==> src/rtl/stream_mux_2to1_rr.sv <==
// Two-to-one stream merge with packet-granular round-robin arbitration
// and a single registered output stage (one beat of buffering).
module stream_mux_2to1_rr #(
    parameter int WIDTH = 8
) (
    input  logic             clk,
    input  logic             rst,
    input  logic             in0_valid,
    input  logic [WIDTH-1:0] in0_data,
    input  logic             in0_last,
    output logic             in0_ready,
    input  logic             in1_valid,
    input  logic [WIDTH-1:0] in1_data,
    input  logic             in1_last,
    output logic             in1_ready,
    output logic             out_valid,
    output logic [WIDTH-1:0] out_data,
    output logic             out_last,
    output logic             out_sel,
    input  logic             out_ready
);

    typedef enum logic [1:0] {
        IDLE  = 2'd0,
        LOCK0 = 2'd1,
        LOCK1 = 2'd2
    } state_e;

    state_e           state_q, state_d;
    logic             lastGrant_q, lastGrant_d;
    logic             outValid_q, outValid_d;
    logic [WIDTH-1:0] outData_q, outData_d;
    logic             outLast_q, outLast_d;
    logic             outSel_q, outSel_d;

    logic load;
    logic grantOne;
    logic acc0;
    logic acc1;

    // The register can take a new beat when empty or when it drains this cycle.
    assign load = ~outValid_q | out_ready;
    assign acc0 = in0_valid & in0_ready;
    assign acc1 = in1_valid & in1_ready;

    always_ff @(posedge clk) begin
        if (rst) begin
            state_q     <= IDLE;
            lastGrant_q <= 1'b1;
            outValid_q  <= 1'b0;
            outData_q   <= '0;
            outLast_q   <= 1'b0;
            outSel_q    <= 1'b0;
        end else begin
            state_q     <= state_d;
            lastGrant_q <= lastGrant_d;
            outValid_q  <= outValid_d;
            outData_q   <= outData_d;
            outLast_q   <= outLast_d;
            outSel_q    <= outSel_d;
        end
    end

    // Grant is decided only in IDLE; a started packet locks its channel.
    always_comb begin
        state_d     = state_q;
        lastGrant_d = lastGrant_q;
        case (state_q)
            IDLE: begin
                if (acc0) begin
                    lastGrant_d = 1'b0;
                    if (!in0_last) state_d = LOCK0;
                end else if (acc1) begin
                    lastGrant_d = 1'b1;
                    if (!in1_last) state_d = LOCK1;
                end
            end
            LOCK0:   if (acc0 && in0_last) state_d = IDLE;
            LOCK1:   if (acc1 && in1_last) state_d = IDLE;
            default: state_d = IDLE;
        endcase
    end

    always_comb begin
        in0_ready = 1'b0;
        in1_ready = 1'b0;
        grantOne  = in1_valid & (~in0_valid | ~lastGrant_q);
        case (state_q)
            IDLE: begin
                in0_ready = load & in0_valid & ~grantOne;
                in1_ready = load & grantOne;
            end
            LOCK0:   in0_ready = load;
            LOCK1:   in1_ready = load;
            default: ;
        endcase
    end

    always_comb begin
        outValid_d = outValid_q;
        outData_d  = outData_q;
        outLast_d  = outLast_q;
        outSel_d   = outSel_q;
        if (load) begin
            outValid_d = acc0 | acc1;
            if (acc0) begin
                outData_d = in0_data;
                outLast_d = in0_last;
                outSel_d  = 1'b0;
            end else if (acc1) begin
                outData_d = in1_data;
                outLast_d = in1_last;
                outSel_d  = 1'b1;
            end
        end
    end

    assign out_valid = outValid_q;
    assign out_data  = outData_q;
    assign out_last  = outLast_q;
    assign out_sel   = outSel_q;

endmodule
==> config.mk <==
export PLATFORM = sky130hd
export DESIGN_NAME = stream_mux_2to1_rr
export DESIGN_NICKNAME = d
export VERILOG_FILES = /design/src/rtl/stream_mux_2to1_rr.sv
export SDC_FILE = /design/constraint.sdc
export NUM_CORES = 1
export LEC_CHECK = 0
export CAP_MARGIN = 20
export CORE_AREA = 5 5 48 50
export CTS_BUF_LIST = sky130_fd_sc_hd__clkbuf_4
export CTS_CLUSTER_SIZE = 16
export DETAILED_ROUTE_END_ITERATION = 7
export DIE_AREA = 0 0 53 55
export GPL_ROUTABILITY_DRIVEN = 0
export GPL_TIMING_DRIVEN = 1
export HOLD_SLACK_MARGIN = 0.12
export PLACE_DENSITY_LB_ADDON = 0.3
export SKIP_CTS_REPAIR_TIMING = 1
export SYNTH_ARGS = -nofsm -noshare
export SYNTH_HDL_FRONTEND = slang
export SYNTH_SLANG_ARGS = --single-unit
==> constraint.sdc <==
create_clock -name clk -period 1.5 [get_ports clk]
set_input_delay 0.225 -clock clk [delete_from_list [all_inputs] [get_ports clk]]
set_output_delay 0.225 -clock clk [all_outputs]
set_load 0.01 [all_outputs]
Yosys cells after proc, flatten, opt, wreduce, memory -nomap -nowiden

Cells that the tools add are included.

Bitwise logic cells: 13
Multiplexer cells: 15
Equal/unequal tests: 7
Reduce and logical (&&, ||, !) cells: 7

Operators by type and width:

| operator                                      | count |
|---|---|
| two-way mux 8 bit                             | 2 |
| two-way mux 2 bit                             | 6 |
| inequality test 3 bit, second input constant  | 3 |
| bitwise AND 1 bit                             | 6 |
| case mux 2 bit (3 select lines)               | 1 |
| AND reduction 5 bit                           | 1 |
| two-way mux 1 bit                             | 4 |
| inequality test 2 bit, second input constant  | 2 |
| NOT 1 bit                                     | 4 |
| case mux 1 bit (2 select lines)               | 2 |
| AND reduction 2 bit                           | 2 |
| bitwise OR 1 bit                              | 3 |
| == test 2 x 1 -> 1 bit, second input constant | 1 |
| == test 2 bit, second input constant          | 1 |
| logical AND 1 bit                             | 2 |
| zero test 2 bit                               | 1 |
| nonzero test 2 bit                            | 1 |

Input port bits: 23
Register bits: 14
Word-level logic and storage cells: 48
Output and inout bits: 13

Depth between registers and ports, before layout

Word-level depth: 10
Gate-level depth with buffers: 5
Mapped depth without buffers: 4

Worst setup path before layout

No wires, ideal clock.

Kind: register to register
Start point: register state_q[0]
End point: register state_q[0]
Slack: 0.146 ns
Data required time: 1.430 ns
Clock period less this slack: 1.354 ns
Arrival time: 1.284 ns
Stages on the path, launching flop included: 5
Library setup time: 0.070 ns
Cell sequence: dfxtp_1 > nand2b_4 > o2111ai_4 > or4b_1 > a21oi_1

Cells in the longest elaborated chain, start to end: 6
Elaborated cells on any way between the ends: 17

RTL lines:

| what                                        | line   | source |
|---|---|---|
| from (decl)                                 | 29     | `state_e state_q, state_d;` |
| from (signal assigned)                      | 55     | `state_q <= state_d;` |
| == test 2 bit, or another cell as far along | 68, 88 |  |
| case mux 1 bit (2 select lines)             | 88     | `case (state_q)` |
| bitwise AND 1 bit, on equally long branches | 44, 43 |  |
| logical AND 1 bit, on equally long branches | 79, 78 |  |
| inequality test 2 bit (no source line)      | --     |  |
| AND reduction 5 bit (no source line)        | --     |  |

Several ways; a longest one is shown, not always the timed one.
A chain may end at the register's enable or synchronous reset.

Worst setup path in the final report

Start point: input in0_valid
End point: register state_q[0]

Cells in the longest elaborated chain, start to end: 10
Elaborated cells on any way between the ends: 21

RTL lines:

| what                                   | line | source |
|---|---|---|
| from (decl)                            | 8    | `input logic in0_valid,` |
| NOT 1 bit                              | 87   | `grantOne = in1_valid & (~in0_valid \| ~lastGrant_q);` |
| bitwise OR 1 bit                       | 87   |  |
| bitwise AND 1 bit                      | 87   |  |
| NOT 1 bit                              | 90   | `in0_ready = load & in0_valid & ~grantOne;` |
| bitwise AND 1 bit                      | 90   |  |
| case mux 1 bit (2 select lines)        | 88   |  |
| bitwise AND 1 bit                      | 43   | `assign acc0 = in0_valid & in0_ready;` |
| logical AND 1 bit                      | 78   | `LOCK0: if (acc0 && in0_last) state_d = IDLE;` |
| inequality test 2 bit (no source line) | --   |  |
| AND reduction 5 bit (no source line)   | --   |  |

Several ways; a longest one is shown, not always the timed one.

==> results.md <==
- The flow ran to the end, and the final reports show no timing, DRC or antenna violations.
- The via count is 763.
- The nature of the critical path startpoint is an input port.
- In this run the worst path has a maximum fanout of 4.
- Counting cells, the worst reg-to-reg path comes to 5.
- The most used flip-flop cell after synthesis is sky130_fd_sc_hd__dfxtp_1.
- By count the netlist is led by sky130_fd_sc_hd__dfxtp_1 (14), sky130_fd_sc_hd__nor2_1 (14), sky130_fd_sc_hd__a211oi_1 (9), sky130_fd_sc_hd__mux2i_1 (9), sky130_fd_sc_hd__a21oi_1 (4).
- The number of antenna violations at the first check in global routing is 0.
- For the worst-skew pair, the clock arrives at the later sink with an insertion delay of 270 ps.
- The number of max-cap violations is 0.
- Yosys printed 0 warnings.
- Clock tree synthesis inserted a total of 3 buffers.
- CTS built an H-tree with a depth of 1.
- Setup repair after global routing could not meet its margin everywhere.
- After detailed routing, the number of remaining DRC violations is 0.
- In the final layout, the share of cells above drive strength 1 is 0.246.
- Once detail routing completed, the nets flagged for antenna violations numbered 0.
- Summed over all layers, the routed wires come to 2000 um.
- The tightest hold path in the finished design has a slack of approximately 450 ps.
- The row count is 16.
- Counting instances, the worst hold path has a depth of 4.
- The fraction of the core area covered by cells at the end of the flow is 0.667.
- The routed via count divided by cell count is 4.99.
- The data required time of the critical path is 1700 ps.
- The clock tree buffer depth is 2.
- Data on the critical path arrives at its endpoint at 1660 ps.
- The minimum period implied by the final worst setup slack is 1450 ps.
- Yosys mapped a number of flops with a built-in enable equal to 0.
- For this run, asynchronously set or reset flops after synthesis account for 0.
- Summed over all layers, the global routing overflow is 0.
- The floorplan step defined a core boundary enclosing 1860 um2.
- In the finished design, the share of the clock period the worst path needs comes to 0.967.
- Dividing the detail-routed wire length by the instance count gives 13.1 um.
- The cell count after synthesis is between 70 and 80.
- Summed over all nets, the half-perimeter wirelength after detailed placement is 1610 um.
- The leakage power total is roughly 0.54 nW.
- The slew at the pin closest to its max-slew limit is 356 ps.
- The share of synthesized area in the top cell type comes to 0.399.
- When the netlist entered floorplanning its net count stood at approximately 100.
- The number of optimization iterations in the first detailed-route pass is 4.
- The count of buffers added on input and output ports is 35.
- The net count of the finished layout is about 150.
- In this run the vertical extent of the chip is 55 um.
- The total I/O pin count is 36.
- The area of the die is 2920 um2.
- The clock sink total is 14.
- The global routing usage summed across all routing layers is 0.165.
- Between clock sinks in the finished design, the worst skew comes to 0.996 ps.
- The first global-routing pass estimated 3550 um of wire.
- The normalized max-slew margin is 0.762.
- The category of the worst setup path capture point is a register.
- The startpoint of the tightest hold check path is out_ready.
- The final max-slew violation count is 0.
- Clock tree synthesis selected as its root buffer the cell sky130_fd_sc_hd__clkbuf_4.
- VDD sags by at most approximately 0.56 mV.
- The clock-pin slew of the registers on the worst-case setup and hold paths is 80 ps.
- The violation count after the first detailed-route iteration is 4.
- Synthesis inferred 14 register bits.
- The antenna diode instance count is 0.
- The synthesized design spends more area on one cell type than any other, namely sky130_fd_sc_hd__dfxtp_1.
- TritonCTS built the clock tree.
- The category of the critical setup timing path is in -> reg.
- Relative to the synthesized area, the layout overhead comes to 76.7%.
- Setup violations remaining at the end of the flow were counted as 0.
- The number of endpoints with negative hold slack in the final report is 0.
- The share of the Yosys chip area taken by registers is 0.399.
- The post-synthesis average cell area is approximately 9 um2.
- The worst hold path endpoint is out_valid.
- Entering global routing, the biggest net connects 19 pins.
- For this design the ratio of total power to cell area is 837 nW/um2.
- The number of global-route vias before repair came to 837.
- The number of different library cells in the post-synthesis netlist is 23.
- In this run the critical register-to-register path is captured at state_q[0].
- In this run the worst hold path is classified as in -> reg.
- After synthesis, the cell types taking the most area are sky130_fd_sc_hd__dfxtp_1 (40%), sky130_fd_sc_hd__mux2i_1 (13%), sky130_fd_sc_hd__a211oi_1 (9.6%), sky130_fd_sc_hd__nor2_1 (7.5%), sky130_fd_sc_hd__o2111ai_4 (3.7%).
- In this run the horizontal extent of the chip is between 50 and 60 um.
- The starting density of the core is 0.378.
- The register-to-register path setup slack is 100 ps.
- In this run the critical register-to-register path is launched from out_valid.
- The cell area after technology mapping is roughly 700 um2.
- The timing-limited maximum frequency is 0.689 GHz.
[per-stage QoR]
| step | area (um2) | setup TNS, ps | power, mW | std cells | setup slack [ps] |
|---|---|---|---|---|---|
| finish | 1240 | 0 | 1.04 | 153 | 49.6 |
| CTS | 1200 | -853 | 1.04 | 152 | -406 |
| floorplan | 703 | 0 | 0.617 | 76 | 146 |
| global placement | 1180 | -3050 | 0.823 | 149 | -319 |
| detailed placement | 1180 | -3920 | 0.834 | 149 | -401 |
| global route | 1240 | -40.2 | 1.11 | 153 | -20.6 |
[cell families (layout without fill, tap and decap cells)]
| logic type | after synthesis | after routing | share of synthesized area |
|---|---|---|---|
| compound gates | 19 | 19 | 0.212 |
| buf+inv | 4 | 54 | 0.0391 |
| flops | 14 | 14 | 0.399 |
| mux | 9 | 9 | 0.128 |
| simple gates | 30 | 30 | 0.222 |
[cell usage in the layout, fill, tap and decap left out]
cell / n
sky130_fd_sc_hd__a211oi_1: 8
sky130_fd_sc_hd__a211oi_2: 1
sky130_fd_sc_hd__a21oi_1: 3
sky130_fd_sc_hd__a21oi_2: 2
sky130_fd_sc_hd__a31oi_1: 3
sky130_fd_sc_hd__buf_12: 1
sky130_fd_sc_hd__buf_4: 13
sky130_fd_sc_hd__buf_6: 1
sky130_fd_sc_hd__clkbuf_2: 1
sky130_fd_sc_hd__clkbuf_4: 3
sky130_fd_sc_hd__clkdlybuf4s50_1: 31
sky130_fd_sc_hd__dfxtp_1: 12
sky130_fd_sc_hd__dfxtp_2: 2
sky130_fd_sc_hd__dlymetal6s2s_1: 3
sky130_fd_sc_hd__inv_1: 1
sky130_fd_sc_hd__mux2i_1: 9
sky130_fd_sc_hd__nand2_1: 3
sky130_fd_sc_hd__nand2b_1: 1
sky130_fd_sc_hd__nand2b_2: 1
sky130_fd_sc_hd__nand2b_4: 2
sky130_fd_sc_hd__nand3_1: 3
sky130_fd_sc_hd__nand3b_1: 1
sky130_fd_sc_hd__nor2_1: 13
sky130_fd_sc_hd__nor2_2: 1
sky130_fd_sc_hd__nor2b_2: 1
sky130_fd_sc_hd__nor3_1: 2
sky130_fd_sc_hd__nor4_1: 1
sky130_fd_sc_hd__o2111ai_4: 1
sky130_fd_sc_hd__o31ai_1: 1
sky130_fd_sc_hd__or4b_4: 1
[how the worst max path moves through the flow]
stage	startpoint	end	slack, ps	cells after the start
6_report	in0_valid	state_q[0]	50	5
5_1_grt	lastGrant_q	in0_ready	-20	4
4_1_cts	in1_valid	in0_ready	-410	5
3_5_place_dp	in1_valid	in0_ready	-400	5
3_3_place_gp	in1_valid	in0_ready	-320	5
2_1_floorplan	state_q[0]	state_q[0]	150	4
[registers in the layout, indices dropped and copies added, names as in the netlist]
register and cells:
state_q 2, lastGrant_q 1, out_sel 1, out_last 1
out_valid 1, out_data 8
[area by class of cell]
class	count	area (um2)
Fill cell	163	619
Timing Repair Buffer	50	482
Multi-Input combinational cell	58	418
Sequential cell	14	283
Tap cell	27	33.8
Clock buffer	3	22.5
Inverter	1	3.75
[routing by layer]
| metal | routed length [um] | up-vias | track usage |
|---|---|---|---|
| met1 | 824 | 347 | 0.193 |
| met5 | 0 | - | 0 |
| met2 | 966 | 32 | 0.271 |
| met4 | 6 | 0 | 0.0809 |
| met3 | 205 | 2 | 0.0536 |
| li1 | - | 382 | - |
[power breakdown]
part / leakage (nW) / total, mW / internal, mW / switching (mW)
Clock: 0.0138 / 0.204 / 0.0928 / 0.111
Sequential: 0.117 / 0.439 / 0.414 / 0.0257
Combinational: 0.413 / 0.397 / 0.233 / 0.163
Total: 0.544 / 1.04 / 0.740 / 0.300
[critical path: stages]
cell                              delay, ps
sky130_fd_sc_hd__clkdlybuf4s50_1        510
sky130_fd_sc_hd__buf_4                  160
sky130_fd_sc_hd__o2111ai_4              120
sky130_fd_sc_hd__or4b_4                 500
sky130_fd_sc_hd__a21oi_2                140
No activity file was read; power rests on OpenSTA's default activity.
